[src/rtl/uart_rx.sv]
// -----------------------------------------------------------------------------
// uart_rx
//
// UART receive engine for the AHB UART peripheral. Samples the serial line
// with the shared oversampled baud tick, deserialises LSB-first frames
// (start, DATA_BITS data, optional even parity, stop) and presents each byte
// with a single-cycle rx_done strobe plus framing/parity error flags.
//
// Ports:
//   clk        in   system clock, all logic on the rising edge
//   reset      in   synchronous, active-high reset
//   b_tick     in   baud tick, OVERSAMPLE pulses per bit period
//   rx         in   serial line (idle high), already synchronised to clk
//   d_out      out  last received data word (held until next rx_done)
//   rx_done    out  one-clk pulse when d_out / frame_err / parity_err update
//   frame_err  out  stop bit was sampled low on the last frame
//   parity_err out  parity mismatch on the last frame (0 when parity is off)
//
// Build option:
//   UART_RX_PARITY_EN  when defined, an even-parity bit follows the data bits
//                      and parity_err reports mismatches; when undefined the
//                      PARITY state is never entered and parity_err is tied 0.
// -----------------------------------------------------------------------------
module uart_rx #(
    parameter int unsigned DATA_BITS  = 8,
    parameter int unsigned OVERSAMPLE = 16,
    parameter int unsigned SB_TICKS   = 16
) (
    input  logic                 clk,
    input  logic                 reset,
    input  logic                 b_tick,
    input  logic                 rx,
    output logic [DATA_BITS-1:0] d_out,
    output logic                 rx_done,
    output logic                 frame_err,
    output logic                 parity_err
);

    // Tick counter is log2(OVERSAMPLE) wide; widened only if SB_TICKS needs more.
    localparam int unsigned OS_W = $clog2(OVERSAMPLE);
    localparam int unsigned SB_W = $clog2(SB_TICKS);
    localparam int unsigned SW   = (OS_W >= SB_W) ? ((OS_W > 0) ? OS_W : 1)
                                                  : SB_W;
    localparam int unsigned NW   = (DATA_BITS > 1) ? $clog2(DATA_BITS) : 1;

    localparam logic [SW-1:0] S_MID  = SW'(OVERSAMPLE / 2 - 1);
    localparam logic [SW-1:0] S_LAST = SW'(OVERSAMPLE - 1);
    localparam logic [SW-1:0] S_STOP = SW'(SB_TICKS - 1);
    localparam logic [NW-1:0] N_LAST = NW'(DATA_BITS - 1);

    typedef enum logic [2:0] {
        IDLE   = 3'd0,
        START  = 3'd1,
        DATA   = 3'd2,
        PARITY = 3'd3,
        STOP   = 3'd4
    } state_e;

    state_e                 state_q, state_d;
    logic [SW-1:0]          s_q, s_d;
    logic [NW-1:0]          n_q, n_d;
    logic [DATA_BITS-1:0]   sh_q, sh_d;
    logic [DATA_BITS-1:0]   d_out_q, d_out_d;
    logic                   rx_done_q, rx_done_d;
    logic                   frame_err_q, frame_err_d;

`ifdef UART_RX_PARITY_EN
    logic                   par_q, par_d;
    logic                   parity_err_q, parity_err_d;
`endif

    // Next-state and output logic.
    always_comb begin
        state_d     = state_q;
        s_d         = s_q;
        n_d         = n_q;
        sh_d        = sh_q;
        d_out_d     = d_out_q;
        rx_done_d   = 1'b0;
        frame_err_d = frame_err_q;
`ifdef UART_RX_PARITY_EN
        par_d        = par_q;
        parity_err_d = parity_err_q;
`endif

        case (state_q)
            // Falling edge is taken on any clock, independent of b_tick.
            IDLE: begin
                if (!rx) begin
                    state_d = START;
                    s_d     = '0;
                end
            end

            // Re-check the line in the middle of the start bit to reject glitches.
            START: begin
                if (b_tick) begin
                    if (s_q == S_MID) begin
                        if (!rx) begin
                            state_d = DATA;
                            s_d     = '0;
                            n_d     = '0;
                        end else begin
                            state_d = IDLE;
                        end
                    end else begin
                        s_d = s_q + SW'(1);
                    end
                end
            end

            // Sample one full bit period after the previous mid-bit point.
            DATA: begin
                if (b_tick) begin
                    if (s_q == S_LAST) begin
                        s_d  = '0;
                        sh_d = {rx, sh_q[DATA_BITS-1:1]};
                        if (n_q == N_LAST) begin
`ifdef UART_RX_PARITY_EN
                            state_d = PARITY;
`else
                            state_d = STOP;
`endif
                        end else begin
                            n_d = n_q + NW'(1);
                        end
                    end else begin
                        s_d = s_q + SW'(1);
                    end
                end
            end

`ifdef UART_RX_PARITY_EN
            PARITY: begin
                if (b_tick) begin
                    if (s_q == S_LAST) begin
                        par_d   = rx;
                        s_d     = '0;
                        state_d = STOP;
                    end else begin
                        s_d = s_q + SW'(1);
                    end
                end
            end
`endif

            // A bad stop bit still delivers the word, flagged as a framing error.
            STOP: begin
                if (b_tick) begin
                    if (s_q == S_STOP) begin
                        rx_done_d   = 1'b1;
                        d_out_d     = sh_q;
                        frame_err_d = ~rx;
`ifdef UART_RX_PARITY_EN
                        parity_err_d = ^{sh_q, par_q};
`endif
                        state_d     = IDLE;
                    end else begin
                        s_d = s_q + SW'(1);
                    end
                end
            end

            default: begin
                state_d = IDLE;
            end
        endcase
    end

    // State and output registers.
    always_ff @(posedge clk) begin
        if (reset) begin
            state_q     <= IDLE;
            s_q         <= '0;
            n_q         <= '0;
            sh_q        <= '0;
            d_out_q     <= '0;
            rx_done_q   <= 1'b0;
            frame_err_q <= 1'b0;
`ifdef UART_RX_PARITY_EN
            par_q        <= 1'b0;
            parity_err_q <= 1'b0;
`endif
        end else begin
            state_q     <= state_d;
            s_q         <= s_d;
            n_q         <= n_d;
            sh_q        <= sh_d;
            d_out_q     <= d_out_d;
            rx_done_q   <= rx_done_d;
            frame_err_q <= frame_err_d;
`ifdef UART_RX_PARITY_EN
            par_q        <= par_d;
            parity_err_q <= parity_err_d;
`endif
        end
    end

    assign d_out     = d_out_q;
    assign rx_done   = rx_done_q;
    assign frame_err = frame_err_q;

`ifdef UART_RX_PARITY_EN
    assign parity_err = parity_err_q;
`else
    assign parity_err = 1'b0;
`endif

endmodule

[config.mk]
export PLATFORM = sky130hd
export DESIGN_NAME = uart_rx
export DESIGN_NICKNAME = d
export VERILOG_FILES = /design/src/rtl/uart_rx.sv
export SDC_FILE = /design/constraint.sdc
export NUM_CORES = 1
export LEC_CHECK = 0
export BUFFER_PORTS_ARGS = -buffer_cell sky130_fd_sc_hd__buf_4
export CORE_MARGIN = 4
export CORE_UTILIZATION = 50
export DETAILED_ROUTE_END_ITERATION = 8
export PLACE_DENSITY = 0.68
export SKIP_LAST_GASP = 1
export SLEW_MARGIN = 10
export SYNTH_ARGS = -nofsm -noshare
export SYNTH_HDL_FRONTEND = slang
export SYNTH_SLANG_ARGS = --single-unit
[constraint.sdc]
create_clock -name clk -period 1.65 [get_ports clk]
set_input_delay 0.495 -clock clk [delete_from_list [all_inputs] [get_ports clk]]
set_output_delay 0.495 -clock clk [all_outputs]
set_load 0.03 [all_outputs]
==> results by group <==
STA
  • Setup Viol. Count Final: 0
  • Period utilization: between 90% and 100%
  • Tmin final: ~1.6 ns
  • RSZ-0062 raised after global routing: yes
  • Final Hold Viols: 0
  • PnR worst setup slack: ~0.047 ns
  • Setup TNS after final layout: 0 ns
  • Final Max Tran Viols: 0
  • Fmax: 624 MHz
  • Final Skew: approximately 0.0073 ns

Pwr
  • Comb pwr share: between 15 and 20%
  • Flop pwr share: approximately 51%
  • Sw power: 339 µW
  • Max IR drop VDD: between 0.0006 and 0.0007 V
  • Switching part of the total: approximately 25%
  • Clock group share of total power: 32.4%
  • Lkg Pwr: around 0.73 nW
  • Pwr dens: approximately 760 mW/mm²
  • Int Power: roughly 1.0 mW

Cells and area
  • # fillers: approximately 210
  • Layout Nets: around 180
  • Fraction of layout cells with a size suffix above 1: ~41%
  • Area growth syn-to-layout: 28.3%
  • Final Util: about 67%
  • ANT cells: 0
  • Final instance area: roughly 0.0018 mm²

Placement
  • PortBufs: 13
  • Dpl ws: -0.131 ns
  • Routability cong.: between 0.8 and 0.9
  • Post-DP HPWL: around 2200 µm
  • Placement Cell Area: roughly 0.0016 mm²

Synth
  • Synth Area in Compound Gates: about an eighth
  • Largest family of logic cells by synthesized area: simple AND/OR/NAND/NOR gates
  • Unique masters post-synth: 47
  • Register bit total from synthesis: 28
  • Mux contribution to synthesized area: about an eighth
  • Largest cells by area after synthesis: dfxtp_1, mux2i_1, nor2_1
  • Synth Area in Simple Gates: a little over a quarter
  • Post-Synthesis Cells: 150
  • Avg Cell Area, Syn: 9.49 µm²
  • Synth area leader: dfxtp_1
  • EDFF count, synth: 0
  • Ys flop type: dfxtp_1
  • Ys async rst share: 0%
  • Synth Area in Adders: around 3.3%
  • Yosys top cell area share: between 30% and 40%
  • Synthesized Nets: ~160
  • Post-Synth XOR/XNOR Area: under 10%
  • Mapped Area: between 0.001 and 0.0015 mm²
  • Post-synthesis sequential area ratio: 39.4%
  • Number of synthesis warnings: 0

Drt
  • Drt first-iter violations: 64
  • Drt total wl: 3010 µm
  • Vias per inst: between 5 and 6
  • Drt pass-1 iters: 4
  • Total number of vias: approximately 1100
  • DRC Markers: 0
  • Routed len/inst: roughly 15 µm
  • Routed Antenna Nets: 0

Global route
  • Antenna violations before repair: 0
  • Total GRT Usage: between 10% and 20%
  • Largest net degree at the start of global routing: 25
  • GRT overflow: 0
  • First-pass GRT wire length: between 5000 and 6000 µm
  • Vias in the first global route: roughly 1200

Clock network
  • Clock transition at the registers of the reported paths: roughly 0.15 ns
  • H-tree depth: 1
  • CTS sink cnt: 28
  • CTS Buf Count: 3
  • Worst-skew pair later-pin latency: 0.33 ns
  • Clk root buf: clkbuf_4
  • CTS max path bufs: 2
  • Hold-fix buffers at CTS: 0
  • TritonCTS clock tree: yes

Worst setup path
  • Worst EP arrival: about 1.8 ns
  • WP data required: ~1.9 ns
  • Setup CP Type: register to register
  • Critical Path Sink Type: register
  • Worst Path Max Fanout: 5
  • Reg2Reg Depth: 8
  • Startpoint types: register

Die
  • Starting density of the core: about 52%
  • Io pins: 15
  • Placement Rows: 19
  • Die height: between 60 and 70 µm
  • Full die area: between 0.003 and 0.004 mm²
  • Core ar.: 0.00273 mm²
  • Die Wd: 61.4 µm

Outcome
  • Outcome: finished clean

Job
  • Max-cap viol count: 0

Worst hold path
  • Worst hold path cell count: 2
  • Worst hold path type: primary input to register
[layout make-up]
type / count / area, µm² / area share, %
Tap cell: 31 / 38.8 / 2.12
Inverter: 3 / 11.3 / 0.616
Timing Repair Buffer: 31 / 236 / 12.9
Sequential cell: 28 / 572 / 31.3
Clock buffer: 3 / 22.5 / 1.23
Clock inverter: 1 / 30.0 / 1.64
Multi-Input combinational cell: 109 / 916 / 50.1
[state kept, by name, summed over array words and instances (netlist names)]
signal     count
d_out          8
sh_q           8
s_q            4
n_q            3
state_q        3
frame_err      1
rx_done        1
[kinds of logic (layout without fill, tap and decap cells)]
group | count (synthesis) | after routing
xor+xnor | 2 | 2
compound gates | 21 | 21
mux | 18 | 18
simple gates | 63 | 63
flops | 28 | 28
fa+ha+maj | 4 | 4
buf+inv | 13 | 38
other cells | 1 | 1
[through the flow]
step	total power, mW	hold WS [ns]	cells
after global placement	0.893	0.456	200
after floorplan	0.843	0.450	150
after CTS	1.37	0.391	205
after detailed placement	0.899	0.482	200
after global routing	1.44	0.391	206
final	1.38	0.406	206
[synth_stat cells (all sizes together) (2+ instances only)]
cell    count
dfxtp      28
nor2       27
mux2i      18
a21oi       7
buf         7
nand2       7
nand2b      6
nor3        5
or3b        4
clkbuf      3
ha          3
inv         3
nand4       3
a211oi      2
a31oi       2
nand3       2
nor3b       2
o22ai       2
or2         2
[cell usage in the layout, fill, tap and decap left out, types with 2 or more instances in the layout]
master / n
a211oi_1: 2
a21oi_1: 5
a21oi_2: 2
buf_4: 30
clkbuf_4: 3
dfxtp_1: 21
dfxtp_2: 6
ha_4: 3
inv_1: 3
mux2i_1: 18
nand2_1: 6
nand2b_1: 4
nand2b_4: 2
nand3_1: 2
nand4_1: 3
nor2_1: 24
nor2_8: 2
nor3_1: 3
o22ai_2: 2
or2_2: 2
or3b_4: 3
[worst max-delay path, stage by stage (launching register included)]
cell and delay [ns]:
dfxtp_2 0.36, ha_4 0.16, ha_4 0.16, nor3b_2 0.20, a21oi_2 0.06, nor3_2 0.18
buf_4 0.16, mux2i_1 0.18, nor2_1 0.06
[routing by layer]
layer  part of all wire (%)  global-route usage, %
met3                    2.9                   3.14
met1                     44                   22.1
met2                     52                   31.4
met5                      0                      0
met4                    1.2                   6.97
[worst paths after layout]
kind | from | end | slack (ns)
max | n_q[0]$_SDFFE_PP0P_ | n_q[0]$_SDFFE_PP0P_ | 0.05
min reg2reg | d_out[1]$_SDFFE_PP0P_ | d_out[1]$_SDFFE_PP0P_ | 0.51
max reg2reg | n_q[0]$_SDFFE_PP0P_ | n_q[0]$_SDFFE_PP0P_ | 0.05
min | reset | s_q[1]$_SDFFE_PP0P_ | 0.41
[power by group through the flow]
stage	clock, mW	combinational (mW)	sequential (mW)
final	0.448	0.236	0.699
after global routing	0.486	0.254	0.701
after detailed placement	0	0.190	0.709
after floorplan	0	0.137	0.706
after global placement	0	0.184	0.708
after CTS	0.460	0.216	0.695
[repair_timing]
action,CTS,global route
cloned,0,0
setup endpoints to repair,11,26
pin swaps,2,7
endpoints found under the hold margin,0,0
setup buffers,1,1
resized for setup,11,19
Power figures use the tool's default switching activity.
